<file path="config.mk">
export PLATFORM = sky130hd
export DESIGN_NAME = sdram_scheduler_flat
export DESIGN_NICKNAME = d
export VERILOG_FILES = /design/src/rtl/sdram_pkg.sv /design/src/rtl/sdram_scheduler_if.sv /design/src/rtl/sdram_refresh_timer.sv /design/src/rtl/sdram_scheduler.sv /design/src/flat_wrapper.sv
export SDC_FILE = /design/constraint.sdc
export NUM_CORES = 1
export LEC_CHECK = 0
export BUFFER_PORTS_ARGS = -buffer_cell sky130_fd_sc_hd__buf_2
export CORE_MARGIN = 1.5
export CORE_UTILIZATION = 44
export CTS_CLUSTER_DIAMETER = 60
export DETAILED_ROUTE_END_ITERATION = 8
export GPL_TIMING_DRIVEN = 0
export HOLD_SLACK_MARGIN = 0.1
export PLACE_DENSITY = 0.89
export SYNTH_ARGS = -nofsm -noshare
export SYNTH_HDL_FRONTEND = slang
export SYNTH_SLANG_ARGS = --single-unit
</file>
<file path="constraint.sdc">
create_clock -name clock -period 1.8 [get_ports clock]
set_input_delay 0.09 -clock clock [delete_from_list [all_inputs] [get_ports clock]]
set_output_delay 0.09 -clock clock [all_outputs]
set_load 0.01 [all_outputs]
</file>
<file path="src/rtl/sdram_pkg.sv">
// Shared SDRAM definitions: command encodings, scheduler states, address helpers
// and default timing used by the controller blocks.
package sdram_pkg;

  localparam int BANK_BITS      = 2;
  localparam int ROW_BITS       = 13;
  localparam int COL_BITS       = 10;
  localparam int ADDR_BITS      = BANK_BITS + ROW_BITS + COL_BITS;
  localparam int DRAM_ADDR_BITS = 13;
  localparam int AP_BIT         = 10;

  localparam int BURST_LENGTH     = 4;
  localparam int CAS_LATENCY      = 3;
  localparam int T_RCD            = 2;
  localparam int T_RP             = 2;
  localparam int T_WR             = 2;
  localparam int T_RC             = 7;
  localparam int REFRESH_INTERVAL = 780;

  // {CS_N, RAS_N, CAS_N, WE_N}
  typedef enum logic [3:0] {
    CMD_MRS   = 4'b0000,
    CMD_REF   = 4'b0001,
    CMD_PRE   = 4'b0010,
    CMD_ACT   = 4'b0011,
    CMD_WRITE = 4'b0100,
    CMD_READ  = 4'b0101,
    CMD_NOP   = 4'b0111
  } cmd_t;

  typedef enum logic [2:0] {
    ST_WAIT_INIT,
    ST_READY,
    ST_WAIT_RC,
    ST_WAIT_RCD,
    ST_ACCESS,
    ST_WAIT_DONE
  } state_t;

  function automatic logic [BANK_BITS-1:0] addr_bank(input logic [ADDR_BITS-1:0] a);
    return a[ADDR_BITS-1 -: BANK_BITS];
  endfunction

  function automatic logic [ROW_BITS-1:0] addr_row(input logic [ADDR_BITS-1:0] a);
    return a[COL_BITS +: ROW_BITS];
  endfunction

  function automatic logic [COL_BITS-1:0] addr_col(input logic [ADDR_BITS-1:0] a);
    return a[COL_BITS-1:0];
  endfunction

  // Column address with the auto-precharge bit set.
  function automatic logic [DRAM_ADDR_BITS-1:0] col_ap_addr(input logic [COL_BITS-1:0] col);
    logic [DRAM_ADDR_BITS-1:0] r;
    r               = '0;
    r[COL_BITS-1:0] = col;
    r[AP_BIT]       = 1'b1;
    return r;
  endfunction

endpackage

</file>
<file path="src/rtl/sdram_scheduler_if.sv">
// Requester-side bus of the scheduler: two request ports plus the data-phase
// strobes consumed by the external DQ datapath.
interface sdram_scheduler_if
  import sdram_pkg::*;
#(
  parameter int ADDR_W = ADDR_BITS
);
  logic [1:0]             req_valid;
  logic [1:0]             req_we;
  logic [1:0][ADDR_W-1:0] req_addr;
  logic [1:0]             req_ready;
  logic                   wr_data_req;
  logic                   rd_data_valid;
  logic                   data_port;

  modport master (
    output req_valid, req_we, req_addr,
    input  req_ready, wr_data_req, rd_data_valid, data_port
  );

  modport slave (
    input  req_valid, req_we, req_addr,
    output req_ready, wr_data_req, rd_data_valid, data_port
  );
endinterface

</file>
<file path="src/rtl/sdram_refresh_timer.sv">
// Auto-refresh interval counter with a single sticky pending flag; a terminal
// count while already pending does not build up extra refresh debt.
module sdram_refresh_timer
  import sdram_pkg::*;
#(
  parameter int refresh_interval = REFRESH_INTERVAL
) (
  input  logic clock,
  input  logic reset,
  input  logic enable,
  input  logic refresh_ack,
  output logic refresh_pending
);
  localparam int CNT_W = $clog2(refresh_interval);
  localparam logic [CNT_W-1:0] LAST = CNT_W'(refresh_interval - 1);

  logic [CNT_W-1:0] cnt_q, cnt_d;
  logic             pending_q, pending_d;
  logic             terminal;

  always_comb begin
    cnt_d     = cnt_q;
    pending_d = pending_q;
    terminal  = enable && (cnt_q == LAST);
    if (enable) begin
      cnt_d = terminal ? '0 : cnt_q + CNT_W'(1);
    end
    if (refresh_ack) begin
      pending_d = 1'b0;
    end
    // A terminal count coinciding with the acknowledge re-arms the request.
    if (terminal) begin
      pending_d = 1'b1;
    end
  end

  always_ff @(posedge clock or posedge reset) begin
    if (reset) begin
      cnt_q     <= '0;
      pending_q <= 1'b0;
    end else begin
      cnt_q     <= cnt_d;
      pending_q <= pending_d;
    end
  end

  assign refresh_pending = pending_q;

endmodule

</file>
<file path="src/rtl/sdram_scheduler.sv">
// Runtime SDRAM command scheduler: round-robin between two ports, refresh first,
// closed-page ACT followed by READA/WRITEA, with DQ data-phase strobes.
module sdram_scheduler
  import sdram_pkg::*;
#(
  parameter int bank_count       = BANK_BITS,
  parameter int row_count        = ROW_BITS,
  parameter int column_count     = COL_BITS,
  parameter int burst_length     = BURST_LENGTH,
  parameter int CAS_Latency      = CAS_LATENCY,
  parameter int t_rcd            = T_RCD,
  parameter int t_rp             = T_RP,
  parameter int t_wr             = T_WR,
  parameter int t_rc             = T_RC,
  parameter int refresh_interval = REFRESH_INTERVAL
) (
  input  logic                      clock,
  input  logic                      reset,
  input  logic                      initiated,
  sdram_scheduler_if.slave          bus,
  output logic                      busy,
  output logic [DRAM_ADDR_BITS-1:0] DRAM_ADDR,
  output logic [BANK_BITS-1:0]      DRAM_BA,
  output logic                      DRAM_CS_N,
  output logic                      DRAM_RAS_N,
  output logic                      DRAM_CAS_N,
  output logic                      DRAM_WE_N,
  output logic                      DRAM_CKE,
  output logic [3:0]                DRAM_DQM
);
  localparam int N_RD    = CAS_Latency + burst_length + t_rp;
  localparam int N_WR    = burst_length + t_wr + t_rp;
  localparam int N_MIN   = (N_RD < N_WR) ? N_RD : N_WR;
  localparam int N_MAX   = (N_RD > N_WR) ? N_RD : N_WR;
  localparam int CNT_MAX = (t_rc > N_MAX) ? t_rc : N_MAX;
  localparam int CNT_W   = $clog2(CNT_MAX + 1);

  localparam logic [CNT_W-1:0] RC_LAST  = CNT_W'(t_rc - 1);
  localparam logic [CNT_W-1:0] RCD_LAST = CNT_W'(t_rcd - 1);
  localparam logic [CNT_W-1:0] RD_LAST  = CNT_W'(N_RD - 1);
  localparam logic [CNT_W-1:0] WR_LAST  = CNT_W'(N_WR - 1);
  localparam logic [CNT_W-1:0] BL_C     = CNT_W'(burst_length);
  localparam logic [CNT_W-1:0] CL_C     = CNT_W'(CAS_Latency);
  localparam logic [CNT_W-1:0] CL_BL_C  = CNT_W'(CAS_Latency + burst_length);

  if (t_rc > t_rcd + N_MIN) begin : g_bad_trc
    $error("t_rc exceeds t_rcd plus the shortest access window");
  end
  if (t_rcd < 1 || t_rc < 2) begin : g_bad_timing
    $error("t_rcd must be >= 1 and t_rc >= 2");
  end
  if (bank_count != BANK_BITS || row_count != ROW_BITS || column_count != COL_BITS) begin : g_bad_geom
    $error("address geometry must match sdram_pkg");
  end

  state_t                state_q, state_d;
  logic [CNT_W-1:0]      cnt_q, cnt_d;
  logic                  rr_q, rr_d;
  logic                  we_q, we_d;
  logic                  grant_q, grant_d;
  logic [BANK_BITS-1:0]  bank_q, bank_d;
  logic [COL_BITS-1:0]   col_q, col_d;
  cmd_t                  cmd;
  logic                  grant;
  logic                  refresh_pending;
  logic                  refresh_ack;
  logic [CNT_W-1:0]      data_off;
  logic                  in_data;

  sdram_refresh_timer #(
    .refresh_interval (refresh_interval)
  ) u_refresh_timer (
    .clock           (clock),
    .reset           (reset),
    .enable          (state_q != ST_WAIT_INIT),
    .refresh_ack     (refresh_ack),
    .refresh_pending (refresh_pending)
  );

  always_comb begin
    state_d       = state_q;
    cnt_d         = cnt_q;
    rr_d          = rr_q;
    we_d          = we_q;
    grant_d       = grant_q;
    bank_d        = bank_q;
    col_d         = col_q;
    cmd           = CMD_NOP;
    DRAM_ADDR     = '0;
    DRAM_BA       = '0;
    bus.req_ready = 2'b00;
    refresh_ack   = 1'b0;
    grant         = (&bus.req_valid) ? rr_q : bus.req_valid[1];

    unique case (state_q)
      ST_WAIT_INIT: begin
        if (initiated) state_d = ST_READY;
      end
      ST_READY: begin
        if (refresh_pending) begin
          cmd         = CMD_REF;
          refresh_ack = 1'b1;
          cnt_d       = CNT_W'(1);
          state_d     = ST_WAIT_RC;
        end else if (|bus.req_valid) begin
          cmd                  = CMD_ACT;
          DRAM_BA              = addr_bank(bus.req_addr[grant]);
          DRAM_ADDR            = addr_row(bus.req_addr[grant]);
          bus.req_ready[grant] = 1'b1;
          grant_d              = grant;
          rr_d                 = ~grant;
          we_d                 = bus.req_we[grant];
          bank_d               = addr_bank(bus.req_addr[grant]);
          col_d                = addr_col(bus.req_addr[grant]);
          cnt_d                = CNT_W'(1);
          state_d              = (t_rcd > 1) ? ST_WAIT_RCD : ST_ACCESS;
        end
      end
      ST_WAIT_RC: begin
        if (cnt_q == RC_LAST) state_d = ST_READY;
        else                  cnt_d   = cnt_q + CNT_W'(1);
      end
      ST_WAIT_RCD: begin
        if (cnt_q == RCD_LAST) state_d = ST_ACCESS;
        else                   cnt_d   = cnt_q + CNT_W'(1);
      end
      ST_ACCESS: begin
        cmd       = we_q ? CMD_WRITE : CMD_READ;
        DRAM_BA   = bank_q;
        DRAM_ADDR = col_ap_addr(col_q);
        cnt_d     = CNT_W'(1);
        state_d   = ST_WAIT_DONE;
      end
      ST_WAIT_DONE: begin
        if (cnt_q == (we_q ? WR_LAST : RD_LAST)) state_d = ST_READY;
        else                                      cnt_d   = cnt_q + CNT_W'(1);
      end
      default: state_d = ST_WAIT_INIT;
    endcase
  end

  always_ff @(posedge clock or posedge reset) begin
    if (reset) begin
      state_q <= ST_WAIT_INIT;
      cnt_q   <= '0;
      rr_q    <= 1'b0;
      we_q    <= 1'b0;
      grant_q <= 1'b0;
      bank_q  <= '0;
      col_q   <= '0;
    end else begin
      state_q <= state_d;
      cnt_q   <= cnt_d;
      rr_q    <= rr_d;
      we_q    <= we_d;
      grant_q <= grant_d;
      bank_q  <= bank_d;
      col_q   <= col_d;
    end
  end

  // Cycles elapsed since the READA/WRITEA command, valid in ACCESS/WAIT_DONE.
  assign data_off          = (state_q == ST_ACCESS) ? '0 : cnt_q;
  assign in_data           = (state_q == ST_ACCESS) || (state_q == ST_WAIT_DONE);
  assign bus.wr_data_req   = in_data && we_q && (data_off < BL_C);
  assign bus.rd_data_valid = in_data && !we_q && (data_off >= CL_C) && (data_off < CL_BL_C);
  assign bus.data_port     = grant_q;

  assign {DRAM_CS_N, DRAM_RAS_N, DRAM_CAS_N, DRAM_WE_N} = cmd;
  assign busy     = (state_q != ST_READY);
  assign DRAM_CKE = 1'b1;
  assign DRAM_DQM = 4'h0;

endmodule

</file>
<file path="src/flat_wrapper.sv">
// flat-port wrapper written by rule: the top's interface ports become plain ports
module sdram_scheduler_flat import sdram_pkg::*;
#(
  parameter int bank_count       = BANK_BITS,
  parameter int row_count        = ROW_BITS,
  parameter int column_count     = COL_BITS,
  parameter int burst_length     = BURST_LENGTH,
  parameter int CAS_Latency      = CAS_LATENCY,
  parameter int t_rcd            = T_RCD,
  parameter int t_rp             = T_RP,
  parameter int t_wr             = T_WR,
  parameter int t_rc             = T_RC,
  parameter int refresh_interval = REFRESH_INTERVAL
)
  (clock, reset, initiated, busy, DRAM_ADDR, DRAM_BA, DRAM_CS_N, DRAM_RAS_N, DRAM_CAS_N, DRAM_WE_N, DRAM_CKE, DRAM_DQM, bus_req_valid, bus_req_we, bus_req_addr, bus_req_ready, bus_wr_data_req, bus_rd_data_valid, bus_data_port);
  sdram_scheduler_if bus_i ();
  input  logic clock;
  input  logic reset;
  input  logic initiated;
  output logic busy;
  output logic [DRAM_ADDR_BITS-1:0] DRAM_ADDR;
  output logic [BANK_BITS-1:0] DRAM_BA;
  output logic DRAM_CS_N;
  output logic DRAM_RAS_N;
  output logic DRAM_CAS_N;
  output logic DRAM_WE_N;
  output logic DRAM_CKE;
  output logic [3:0] DRAM_DQM;
  input wire logic [$bits(bus_i.req_valid)-1:0] bus_req_valid;
  input wire logic [$bits(bus_i.req_we)-1:0] bus_req_we;
  input wire logic [$bits(bus_i.req_addr)-1:0] bus_req_addr;
  output wire logic [$bits(bus_i.req_ready)-1:0] bus_req_ready;
  output wire logic [$bits(bus_i.wr_data_req)-1:0] bus_wr_data_req;
  output wire logic [$bits(bus_i.rd_data_valid)-1:0] bus_rd_data_valid;
  output wire logic [$bits(bus_i.data_port)-1:0] bus_data_port;
  assign bus_i.req_valid = bus_req_valid;
  assign bus_i.req_we = bus_req_we;
  assign bus_i.req_addr = bus_req_addr;
  assign bus_req_ready = bus_i.req_ready;
  assign bus_wr_data_req = bus_i.wr_data_req;
  assign bus_rd_data_valid = bus_i.rd_data_valid;
  assign bus_data_port = bus_i.data_port;
  sdram_scheduler #(.bank_count(bank_count), .row_count(row_count), .column_count(column_count), .burst_length(burst_length), .CAS_Latency(CAS_Latency), .t_rcd(t_rcd), .t_rp(t_rp), .t_wr(t_wr), .t_rc(t_rc), .refresh_interval(refresh_interval)) u_core (.clock(clock), .reset(reset), .initiated(initiated), .bus(bus_i), .busy(busy), .DRAM_ADDR(DRAM_ADDR), .DRAM_BA(DRAM_BA), .DRAM_CS_N(DRAM_CS_N), .DRAM_RAS_N(DRAM_RAS_N), .DRAM_CAS_N(DRAM_CAS_N), .DRAM_WE_N(DRAM_WE_N), .DRAM_CKE(DRAM_CKE), .DRAM_DQM(DRAM_DQM));
endmodule
</file>
## Yosys cells after proc, flatten, opt, wreduce, memory -nomap -nowiden

Cells that the tools add are included.

- Magnitude comparators: 5
- Reductions and logical operators: 18
- Equal/unequal tests: 18
- Muxes and demuxes: 40
- Bitwise gates (word level): 2
- Add/subtract/negate cells: 2

Operators by type and width:

| kind | count |
|---|---|
| 25-bit 2-to-1 mux | 2 |
| 4-bit 2-to-1 mux | 8 |
| 13-bit 2-to-1 mux | 2 |
| 13-bit case mux with 2 select lines | 1 |
| 3-bit 2-to-1 mux | 7 |
| 4-bit case mux with 5 select lines | 1 |
| 3-bit case mux with 6 select lines | 1 |
| 10-bit by 1-bit adder with 10-bit output (second input constant) | 1 |
| 10-bit == test (second input constant) | 1 |
| 10-bit 2-to-1 mux | 1 |
| 2-bit 2-to-1 mux | 5 |
| 5-bit AND reduction | 2 |
| 1-bit 2-to-1 mux | 9 |
| 4-bit by 3-bit < comparator with 1-bit output (second input constant) | 2 |
| 2-bit inequality test (second input constant) | 4 |
| 4-bit case mux with 2 select lines | 1 |
| 1-bit logical AND | 7 |
| 3-bit by 2-bit == test with 1-bit output (second input constant) | 2 |
| 3-bit == test (second input constant) | 2 |
| 2-bit by 1-bit inequality test with 1-bit output (second input constant) | 3 |
| 5-bit nonzero test | 1 |
| 4-bit by 1-bit adder with 4-bit output (second input constant) | 1 |
| 4-bit by 1-bit == test with 1-bit output (second input constant) | 1 |
| 4-bit by 3-bit == test with 1-bit output (second input constant) | 1 |
| 18 further kinds | 19 |

- Register bits after elaboration: 33
- Logic and storage cells: 94
- Output and inout bits: 30

## Depth between registers and ports, before layout

Gate-level depths: netlist of the first run.

- Word-level depth: 9
- Gate-level depth with buffers: 8

## Cells and area by module

From an unflattened synthesis of the first run, not the netlist that was laid out.

- Cells, all modules: 240
- Area total of the unflattened synthesis: 2198.4 µm²

By module, submodules not included:

| module | times used | area an instance (µm²) | sequential area each (µm²) | cells each |
|---|---|---|---|---|
| sdram_scheduler | 1 | 1630.3 | 550.5 | 185 |
| sdram_refresh_timer | 1 | 568.0 | 275.3 | 55 |

## Least setup slack after synthesis of the first run

Ideal clock, no wire load.

- Kind: reg-to-output
- Start point: reg u_core.state_q[2]
- End point: out DRAM_ADDR[2]
- Stages on the path, launching flop included: 8
- Setup slack: 0.041 ns
- Buffers on the path: 3
- Data arrival time: 1.669 ns
- Cell sequence: dfrtp_1 > buf_6 > nor3b_4 > inv_2 > or3_1 > buf_2 > buf_6 > o21ai_0

- Word-level cells in the longest chain between the ends: 2

Ends and longest elaborated chain:

| element | RTL line | text |
|---|---|---|
| from (decl) | sdram_scheduler.sv:56 | `state_t state_q, state_d;` |
| from (signal assigned) | sdram_scheduler.sv:152 | `state_q <= state_d;` |
| 3-bit == test or 3-bit by 1-bit == test with 1-bit output (tied branches) | sdram_scheduler.sv:95 | `unique case (state_q)` |
| 13-bit case mux with 2 select lines (*) | sdram_scheduler.sv:95 |  |
| to (decl) | flat_wrapper.sv:21 | `output logic [DRAM_ADDR_BITS-1:0] DRAM_ADDR;` |

Mark *: on every way between the ends. The rest lies on a longest branch, timed or not.

## Worst setup path after layout of the first run

- Start point: reg u_core.state_q[2]
- End point: out DRAM_ADDR[0]

Same word-level chain as after synthesis.

==> summary.txt, run 1 <==
Status -> complete, but fails checks
Failing checks -> setup timing
Register-to-Register Path Depth -> 8
Crit path from -> u_core.state_q[2]
DR vias/cell -> 6.07
WHS -> 81.6 ps
Starting Density -> 0.460
Most frequent cells in the layout -> buf_2 (79), buf_4 (46), nand2_1 (31), dfrtp_1 (30), mux2i_1 (27)
CP Data Arrival Time -> 2170 ps
Final Hold Fails -> 0
Antenna Cells -> 0
# DRC -> 0
H-Tree Depth -> 2
Tightest Pin Transition -> 752 ps
Fin crit share -> 1.26
Max Cap Viol -> 0
Die footprint -> 0.00536 sq mm
Via count -> 2751
Fill count -> 240
FF-to-FF End -> u_core.cnt_q[3]
Met3 routed wirelength -> 1.17 mm
Maximum clock rate -> 0.442 GHz
Final nets -> 446
Highest metal used -> met4
Overflow after GRT -> 0
Reg2reg start -> u_core.cnt_q[0]
Met1 wire length -> 3.33 mm
Max Root-Sink Buffers -> 2
CTS Sinks -> 33
Global-route wire length before repair -> 10.8 mm
Area leader, netlist -> dfrtp_1
Antenna-violating nets left -> 0
Final Util -> 0.731
Min cycle time layout -> 2260 ps
Yosys reg bits -> 33
Worst-skew pair later-pin latency -> 300 ps
Die Y -> 73.2 microns
Wire per inst -> 21.6 microns
Power Density -> 1570 mW/mm^2
Register area -> 830 sq um
Post-Syn Area -> 0.00217 sq mm
Share of cells above drive strength 1 -> 0.508
Leakage -> 1.82 nW
Final HPWL DP -> 3.93 mm
Most common library cell in the layout ignoring fill and taps -> buf_2
Avg Synthesized Cell Area -> 9.08 sq um
Final wirelength -> 9.80 mm
Final setup viols -> 34
Sequential share of the synthesized area -> 0.380
Max Slew Vio Count -> 0
Critical path peak fanout -> 6
RSZ-0062 raised after global routing -> true
Final WS setup -> -460 ps
WP data required -> 1710 ps
Synth unique cells -> 46
Hold Path Class -> in2reg
Cts bufs inserted -> 5
TNS Setup -> -8260 ps
Setup CP Type -> reg2out
Placed cell count -> 390
Fraction of registers with async set or reset after synthesis -> 1.00
Gpl congestion -> 0.849
Largest net degree at the start of global routing -> 34
Worst Skew -> 14.0 ps
Vias in the first global route -> 2404
Metal2 WL -> 4.62 mm
Area contributors post-synth -> dfrtp_1 (38%), mux2i_1 (12%), nand2_1 (5.7%)
Reg2reg setup slack -> -310 ps
Initial antenna violation count -> 0
Top-area cell type share of the netlist area -> 0.380
# rows -> 25
Layout area overhead -> 59.1%
First-pass DRT Iterations -> 6
Placeable Area -> 0.00472 sq mm
Reg clk slew, reported paths -> 80 ps
Peak VDD IR -> 0.690 mV
Hold Startpoint -> bus_req_addr[3]
Startpoint Class -> flop
Area of the multi-input gates -> 0.00134 sq mm
EDFF count, synth -> 0
IO Port Bufs -> 80
Post-Syn Instances -> 239
Die width -> 73.2 microns
Detailed Route Iter0 Violations -> 399
Non-filler cells, final -> 453
GR Util All Layers -> 0.265
CTS tree -> yes
Crit path to -> DRAM_ADDR[0]
Setup crit end kind -> output pin
Root Buffer -> clkbuf_8
Warnings from Yosys -> 0
Primary FF master, synth -> dfrtp_1
# IOs -> 87
Slew headroom -> 0.498
[layer usage]
metal,up-vias,global-route usage
li1,1110,-
met1,1276,0.272
met2,287,0.503
met3,78,0.0622
met4,0,0.117
met5,-,0
[synthesized netlist by cell type, drive strengths merged (2+ instances only)]
cell type,instances
dfrtp,33
nand2,33
o21ai,29
mux2i,27
buf,19
nor2,19
a21o,9
inv,8
nand3,5
nor3,5
xor2,5
a21oi,4
ha,4
nand4,3
nor4,3
xnor2,3
a211o,2
and3,2
conb,2
nand3b,2
nor2b,2
nor3b,2
o211ai,2
or3,2
[critical path, cell delays in order, from the launching register on]
cell and delay, ps:
dfrtp_1 410, buf_6 140, nor3b_4 220, inv_2 80, or3_4 440, buf_8 170, o21ai_1 200, buf_2 190
[how the worst min path moves through the flow]
stage                       endpoint  slack [ps]  cells past startpoint
finish               u_core.col_q[3]          80                      3
global route         u_core.col_q[2]         100                      3
CTS                  u_core.col_q[2]         100                      3
detailed placement   u_core.col_q[0]         380                      3
global placement     u_core.col_q[2]         370                      3
floorplan           u_core.bank_q[0]         220                      1
[cell type report]
class / instances / share of cell area
buffer: 19 / 0.0486
clock buffer: 6 / 0.0210
clock inverter: 2 / 0.00290
inverter: 8 / 0.00942
multi-input combinational: 182 / 0.389
sequential: 33 / 0.240
tap: 67 / 0.0243
timing repair buffer: 136 / 0.264
[per-stage QoR]
stage / power, mW / setup WS [ps] / instance area, sq um
floorplan: 2.78 / 41.4 / 2190
global placement: 3.26 / -269 / 2670
detailed placement: 3.36 / -272 / 2670
CTS: 4.58 / -234 / 3160
global route: 5.68 / -547 / 3450
finish: 5.44 / -460 / 3450
[kinds of logic after synthesis]
group | synth area share
XOR/XNOR | 0.0323
buffers and inverters | 0.0772
adder cells (fa/ha/maj) | 0.0231
AO/OA/AOI/OAI | 0.156
multiplexers | 0.131
other | 0.00346
flip-flops | 0.380
AND/OR/NAND/NOR | 0.197
[power by group]
group	internal, mW	switching [mW]
sequential	1.06	0.341
clock	0.269	0.314
combinational	1.65	1.81
total	2.98	2.46
[flip-flops by register name, indices dropped and copies added, names as in the netlist]
register	flops
u_core.rr_q	1
u_core.u_refresh_timer.refresh_pending	1
u_core.cnt_q	4
u_core.bank_q	2
u_core.u_refresh_timer.cnt_q	10
u_core.we_q	1
u_core.state_q	3
u_core.col_q	10
u_core.bus.data_port	1
[repair_timing]
action,4_1_cts,5_1_grt
cloned,1,1
hold buffers,10,1
hold endpoints to repair,6,15
gates resized for setup,37,42
setup endpoints to repair,22,48
pin swaps,16,17
setup buffers,27,19
(Power assumes the default switching activity.)
==> inputs of run 2 (changes only) <==
--- a/config.mk
+++ b/config.mk
@@ -12,6 +12,7 @@
 export DETAILED_ROUTE_END_ITERATION = 8
 export GPL_TIMING_DRIVEN = 0
 export HOLD_SLACK_MARGIN = 0.1
+export MAX_ROUTING_LAYER = met4
 export PLACE_DENSITY = 0.89
 export SYNTH_ARGS = -nofsm -noshare
 export SYNTH_HDL_FRONTEND = slang
==> run 2 against run 1 <==
  * The flow still finishes with violations (setup timing)
  * Final area grew 0.11%
  * Critical endpoint is now DRAM_BA[1]
  * Via count decreased by 0.11%
  * Routed wire length increased by 2.0%
  * Clock-buffer cell count unchanged
  * Critical path depth rose by 1
  * Die area stayed put
  * Non-clock buffer count unchanged
  * Utilization increased by 0.079 points
  * Final cell count stayed put
==> summary.txt, run 2 (synthesis results as in run 1) <==
Antenna Cells -> 0
Most common library cell in the layout ignoring fill and taps -> buf_2
RSZ-0062 raised after global routing -> true
Die footprint -> 0.00536 sq mm
Cts bufs inserted -> 5
IO Port Bufs -> 80
Power Density -> 1590 mW/mm^2
Detailed Route Iter0 Violations -> 327
Overflow after GRT -> 0
Initial antenna violation count -> 0
Combinational power share -> 0.634
Largest regs -> u_core.col_q x10, u_core.u_refresh_timer.cnt_q x10, u_core.cnt_q x4
Vias in the first global route -> 2404
Tightest Pin Transition -> 702 ps
Hold Path Class -> in2reg
Leakage -> 1.82 nW
Die width -> 73.2 microns
Critical path peak fanout -> 6
Maximum clock rate -> 0.442 GHz
Largest net degree at the start of global routing -> 34
CTS Sinks -> 33
Instance area at placement -> 0.00267 sq mm
Wire per inst -> 22.1 microns
# DRC -> 0
Min cycle time layout -> 2260 ps
Power Total -> 5.48 mW
Fin crit share -> 1.26
First-pass DRT Iterations -> 5
Peak VDD IR -> 0.639 mV
Sequential share of power -> 0.261
Setup CP Type -> reg2out
CP Data Arrival Time -> 2170 ps
Share of cells above drive strength 1 -> 0.505
Final WS setup -> -460 ps
Startpoint Class -> flop
Reg clk slew, reported paths -> 70 ps
Gpl congestion -> 0.862
Setup crit end kind -> output pin
P_sw -> 2.51 mW
Max Slew Vio Count -> 0
Clock network fraction of total power -> 0.105
Failing checks -> setup timing
Worst Skew -> 5.44 ps
DP Worst Slack -> -272 ps
GR Util All Layers -> 0.273
Fin area -> 0.00346 sq mm
Placeable Area -> 0.00472 sq mm
Final wirelength -> 10.0 mm
Internal -> 2.97 mW
Max Root-Sink Buffers -> 2
Final HPWL DP -> 3.93 mm
# rows -> 25
Die Y -> 73.2 microns
Slew headroom -> 0.532
Final setup viols -> 44
Root Buffer -> clkbuf_8
H-Tree Depth -> 2
# IOs -> 87
Global-route wire length before repair -> 10.9 mm
Status -> complete, but fails checks
WP data required -> 1710 ps
TNS Setup -> -11570 ps
Layout area overhead -> 59.3%
Starting Density -> 0.460
Final Hold Fails -> 0
DR vias/cell -> 6.07
Final nets -> 446
Most frequent cells in the layout -> buf_2 (79), buf_4 (46), nand2_1 (31), dfrtp_1 (31), mux2i_1 (27)
Antenna-violating nets left -> 0
Worst-skew pair later-pin latency -> 300 ps
Max Cap Viol -> 0
Via count -> 2748
WHS -> 97.9 ps
CTS tree -> yes
Switching Fraction -> 0.458
## run 2: cell counts in the layout (fill, tap and decap cells not counted)
No cell type changed its count.
## run 2: worst paths after layout
| kind | from | endpoint | slack [ps] | cells past startpoint |
|---|---|---|---|---|
| setup / recovery | u_core.state_q[2] | DRAM_BA[1] | -460 | 8 |
| hold / removal | bus_req_addr[30] | u_core.col_q[5] | 100 | 3 |
| setup reg to reg | u_core.state_q[2] | u_core.cnt_q[3] | -450 | 8 |
| hold reg to reg | u_core.u_refresh_timer.cnt_q[7] | u_core.u_refresh_timer.cnt_q[7] | 510 | 1 |
| max in group asynchronous | reset | u_core.cnt_q[1] | 800 | 4 |
| min in group asynchronous | reset | u_core.cnt_q[3] | 460 | 3 |
## run 2: power by group through the flow
| stage | clock, mW | combinational (mW) | sequential, mW |
|---|---|---|---|
| after global routing | 0.610 | 3.66 | 1.44 |
| final | 0.578 | 3.48 | 1.43 |
| after CTS | 0.548 | 2.72 | 1.31 |
| after detailed placement | 0 | 2.04 | 1.32 |
| after global placement | 0 | 1.97 | 1.29 |
| after floorplan | 0 | 1.52 | 1.26 |
## run 2: critical path: stages, from the launching register on
cell and delay, ps:
dfrtp_1 450, buf_6 160, nor3b_4 220, inv_2 90, or3_4 460, buf_8 170
nor2_4 80, a21o_1 130, buf_6 110
## run 2: layout make-up
| class | instances | area [sq um] |
|---|---|---|
| multi-input combinational | 182 | 1350 |
| clock buffer | 6 | 72.6 |
| tap | 67 | 83.8 |
| timing repair buffer | 136 | 913 |
| fill | 243 | 1270 |
| clock inverter | 2 | 10.0 |
| buffer | 19 | 168 |
| sequential | 33 | 828 |
| inverter | 8 | 32.5 |
## run 2: timing repair
item                                    in CTS  in global routing
hold buffers                                10                  1
gates cloned                                 1                  1
pin swaps                                   16                 17
setup buffers                               27                 19
endpoints found under the setup margin      22                 48
resized for setup                           37                 42
hold endpoints to repair                     6                 15
## run 2: routing by layer
metal,vias to the layer above,share of wire,global-route usage,routed length [microns]
met3,103,0.11,0.0622,1120
li1,1112,-,-,-
met2,278,0.48,0.503,4800
met1,1255,0.33,0.273,3280
met4,0,0.079,0.115,790
met5,-,0,-,0
## run 2: stage by stage
step,cells,util
floorplan,243,-
global placement,390,0.565
detailed placement,390,0.565
CTS,435,0.670
global route,453,0.732
finish,453,0.732
==> inputs of run 3 (changes only) <==
--- a/config.mk
+++ b/config.mk
@@ -13,7 +13,8 @@
 export GPL_TIMING_DRIVEN = 0
 export HOLD_SLACK_MARGIN = 0.1
 export MAX_ROUTING_LAYER = met4
-export PLACE_DENSITY = 0.89
+export PLACE_DENSITY = 0.88
 export SYNTH_ARGS = -nofsm -noshare
 export SYNTH_HDL_FRONTEND = slang
+export SYNTH_HIERARCHICAL = 1
 export SYNTH_SLANG_ARGS = --single-unit
==> run 3 against run 2 <==
  * The run still ends with setup timing left
  * Non-clock buffer count decreased by 2
  * Via count rose by 0.18%
  * Critical endpoint is now DRAM_ADDR[1]
  * Critical path type unchanged
  * Synthesized area grew 1.3%
  * Highest routed layer unchanged
  * Global-route usage increased by 0.80 points
  * Final cell count rose by 0.44%
  * Synthesized cell count increased by 0.42%
==> summary.txt, run 3 <==
Initial antenna violation count -> 0
Final setup viols -> 40
Global-route wire length before repair -> 11.1 mm
Synth unique cells -> 55
CTS Sinks -> 33
Placed cell count -> 391
Via count -> 2753
Slew headroom -> 0.382
Layout area overhead -> 62.8%
Vias in the first global route -> 2480
Final wirelength -> 9.32 mm
Top-area cell type share of the netlist area -> 0.376
Final Hold Fails -> 0
Die width -> 73.7 microns
Maximum clock rate -> 0.432 GHz
GR Util All Layers -> 0.281
Worst-skew pair later-pin latency -> 310 ps
Setup crit end kind -> output pin
Warnings from Yosys -> 6
P_sw -> 2.50 mW
WP data required -> 1710 ps
Final Util -> 0.753
CTS tree -> yes
Final WS setup -> -513 ps
Hold Path Class -> in2reg
Primary FF master, synth -> dfrtp_1
Tightest Pin Transition -> 927 ps
Post-Syn Area -> 0.00220 sq mm
Post-synth top cells -> dfrtp_1 (33), inv_1 (32), nand2_1 (16), nor2_1 (16), o21ai_0 (14)
Max Slew Vio Count -> 0
Instance area at placement -> 0.00270 sq mm
Detailed Route Iter0 Violations -> 317
Gpl congestion -> 0.847
Final HPWL DP -> 4.33 mm
Final nets -> 450
Antenna Cells -> 0
Combinational power share -> 0.619
Most frequent cells in the layout -> buf_2 (76), dfrtp_1 (33), inv_1 (31), buf_4 (27), dlygate4sd3_1 (25)
Die Y -> 73.7 microns
Max Root-Sink Buffers -> 2
Die footprint -> 0.00543 sq mm
Overflow after GRT -> 0
Antenna-violating nets left -> 0
Peak VDD IR -> 0.723 mV
H-Tree Depth -> 2
Register-to-Register Path Depth -> 9
Failing checks -> setup timing
Fraction of registers with async set or reset after synthesis -> 1.00
Avg Synthesized Cell Area -> 9.16 sq um
Largest net degree at the start of global routing -> 23
# rows -> 25
Internal -> 3.27 mW
Post-Syn Instances -> 240
# IOs -> 87
Root Buffer -> clkbuf_8
DR vias/cell -> 6.05
CP Data Arrival Time -> 2220 ps
Hold path cells -> 3
Startpoint Class -> flop
Power Density -> 1610 mW/mm^2
Placeable Area -> 0.00475 sq mm
Share of cells above drive strength 1 -> 0.438
Reg clk slew, reported paths -> 80 ps
Fin area -> 0.00358 sq mm
Non-filler cells, final -> 455
Clock network fraction of total power -> 0.132
Max Cap Viol -> 0
Status -> complete, but fails checks
RSZ-0062 raised after global routing -> true
Yosys reg bits -> 33
Cts bufs inserted -> 5
Worst Skew -> 19.0 ps
First-pass DRT Iterations -> 5
# DRC -> 0
Fill count -> 269
Setup CP Type -> reg2out
Sequential share of the synthesized area -> 0.376
Leakage -> 1.82 nW
Fin crit share -> 1.29
IO Port Bufs -> 80
Wire per inst -> 20.5 microns
Switching Fraction -> 0.433
Most common library cell in the layout ignoring fill and taps -> buf_2
Starting Density -> 0.462
Area leader, netlist -> dfrtp_1
Area contributors post-synth -> dfrtp_1 (38%), inv_1 (5.5%), a222oi_1 (4.6%)
Sequential share of power -> 0.249
Min cycle time layout -> 2310 ps
Critical path peak fanout -> 10
EDFF count, synth -> 0
Largest regs -> u_core/col_q x10, u_core/u_refresh_timer/cnt_q x10, u_core/cnt_q x4
Most common cell in the netlist -> dfrtp_1
## run 3: changes by cell type in the layout (fill, tap and decap cells not counted), sizes merged, moves of 7 or more
| cell | change |
|---|---|
| inv | +25 |
| mux2i | -25 |
| nand2 | -17 |
| buf | -16 |
| dlygate4sd3 | +14 |
| o21ai | -13 |
| a222oi | +10 |
| a22oi | +10 |
| a21o | -8 |
| nand2b | +7 |
## run 3: critical path: stages (launching register included)
cell	delay, ps
dfrtp_1	400
buf_2	210
nor4b_2	200
o211a_2	170
buf_6	160
a222oi_1	500
inv_1	110
buf_2	170
## run 3: power groups by stage
stage                     clock network [mW]  logic [mW]  registers [mW]
after CTS                              0.738        2.62            1.38
after detailed placement                   0        2.07            1.39
after global placement                     0        1.99            1.37
after floorplan                            0        1.53            1.32
after global routing                   0.799        3.78            1.48
final                                  0.761        3.58            1.44
## run 3: what timing repair did
item	4_1_cts	5_1_grt
cloned	0	2
hold buffers	25	0
pin swaps	17	13
endpoints found under the hold margin	45	0
resized for setup	24	48
setup buffers	17	14
setup endpoints to repair	39	44
## run 3: layer usage
metal	wire length, microns	up-vias	GRT usage
met5	0	-	-
met4	822	0	0.191
met3	779	99	0.0686
met2	4510	240	0.472
met1	3200	1268	0.287
li1	-	1146	-
## run 3: area by class of cell
class | count | area (sq um) | share of cell area
flip-flops and latches | 33 | 826 | 0.231
plain buffers | 15 | 140 | 0.0391
clock inverters | 1 | 30.0 | 0.00839
repair buffers | 138 | 992 | 0.277
multi-input cells | 161 | 1300 | 0.362
inverters | 33 | 124 | 0.0346
clock buffers | 7 | 86.3 | 0.0241
well taps | 67 | 83.8 | 0.0234
## run 3: worst paths after layout
kind                                      start                               to  slack, ps
min in group asynchronous                 reset  u_core/u_refresh_timer/cnt_q[1]        310
setup / recovery              u_core/state_q[0]                     DRAM_ADDR[1]       -510
setup reg to reg              u_core/state_q[1]                  u_core/cnt_q[1]       -340
max in group asynchronous                 reset                  u_core/cnt_q[1]        680
hold / removal                    bus_req_we[0]                      u_core/we_q        110
hold reg to reg            u_core/bus.data_port             u_core/bus.data_port        510
## run 3: kinds of logic after synthesis
logic type                 share of synthesized area
AOI/OAI and AO/OA                              0.240
xor gates and xnor gates                      0.0239
other                                        0.00342
buffers and inverters                          0.110
adders and majority gates                     0.0341
muxes                                         0.0142
DFF                                            0.376
and+or+nand+nor                                0.198
## run 3: through the flow
stage / setup TNS, ps / power, mW / hold WS [ps] / setup slack (ps)
global route: -10700 / 6.06 / 132 / -722
floorplan: 0 / 2.85 / -57.6 / 1.25
finish: -8090 / 5.78 / 113 / -513
CTS: -5330 / 4.73 / 135 / -316
global placement: -7570 / 3.36 / 113 / -315
detailed placement: -8980 / 3.46 / 109 / -369
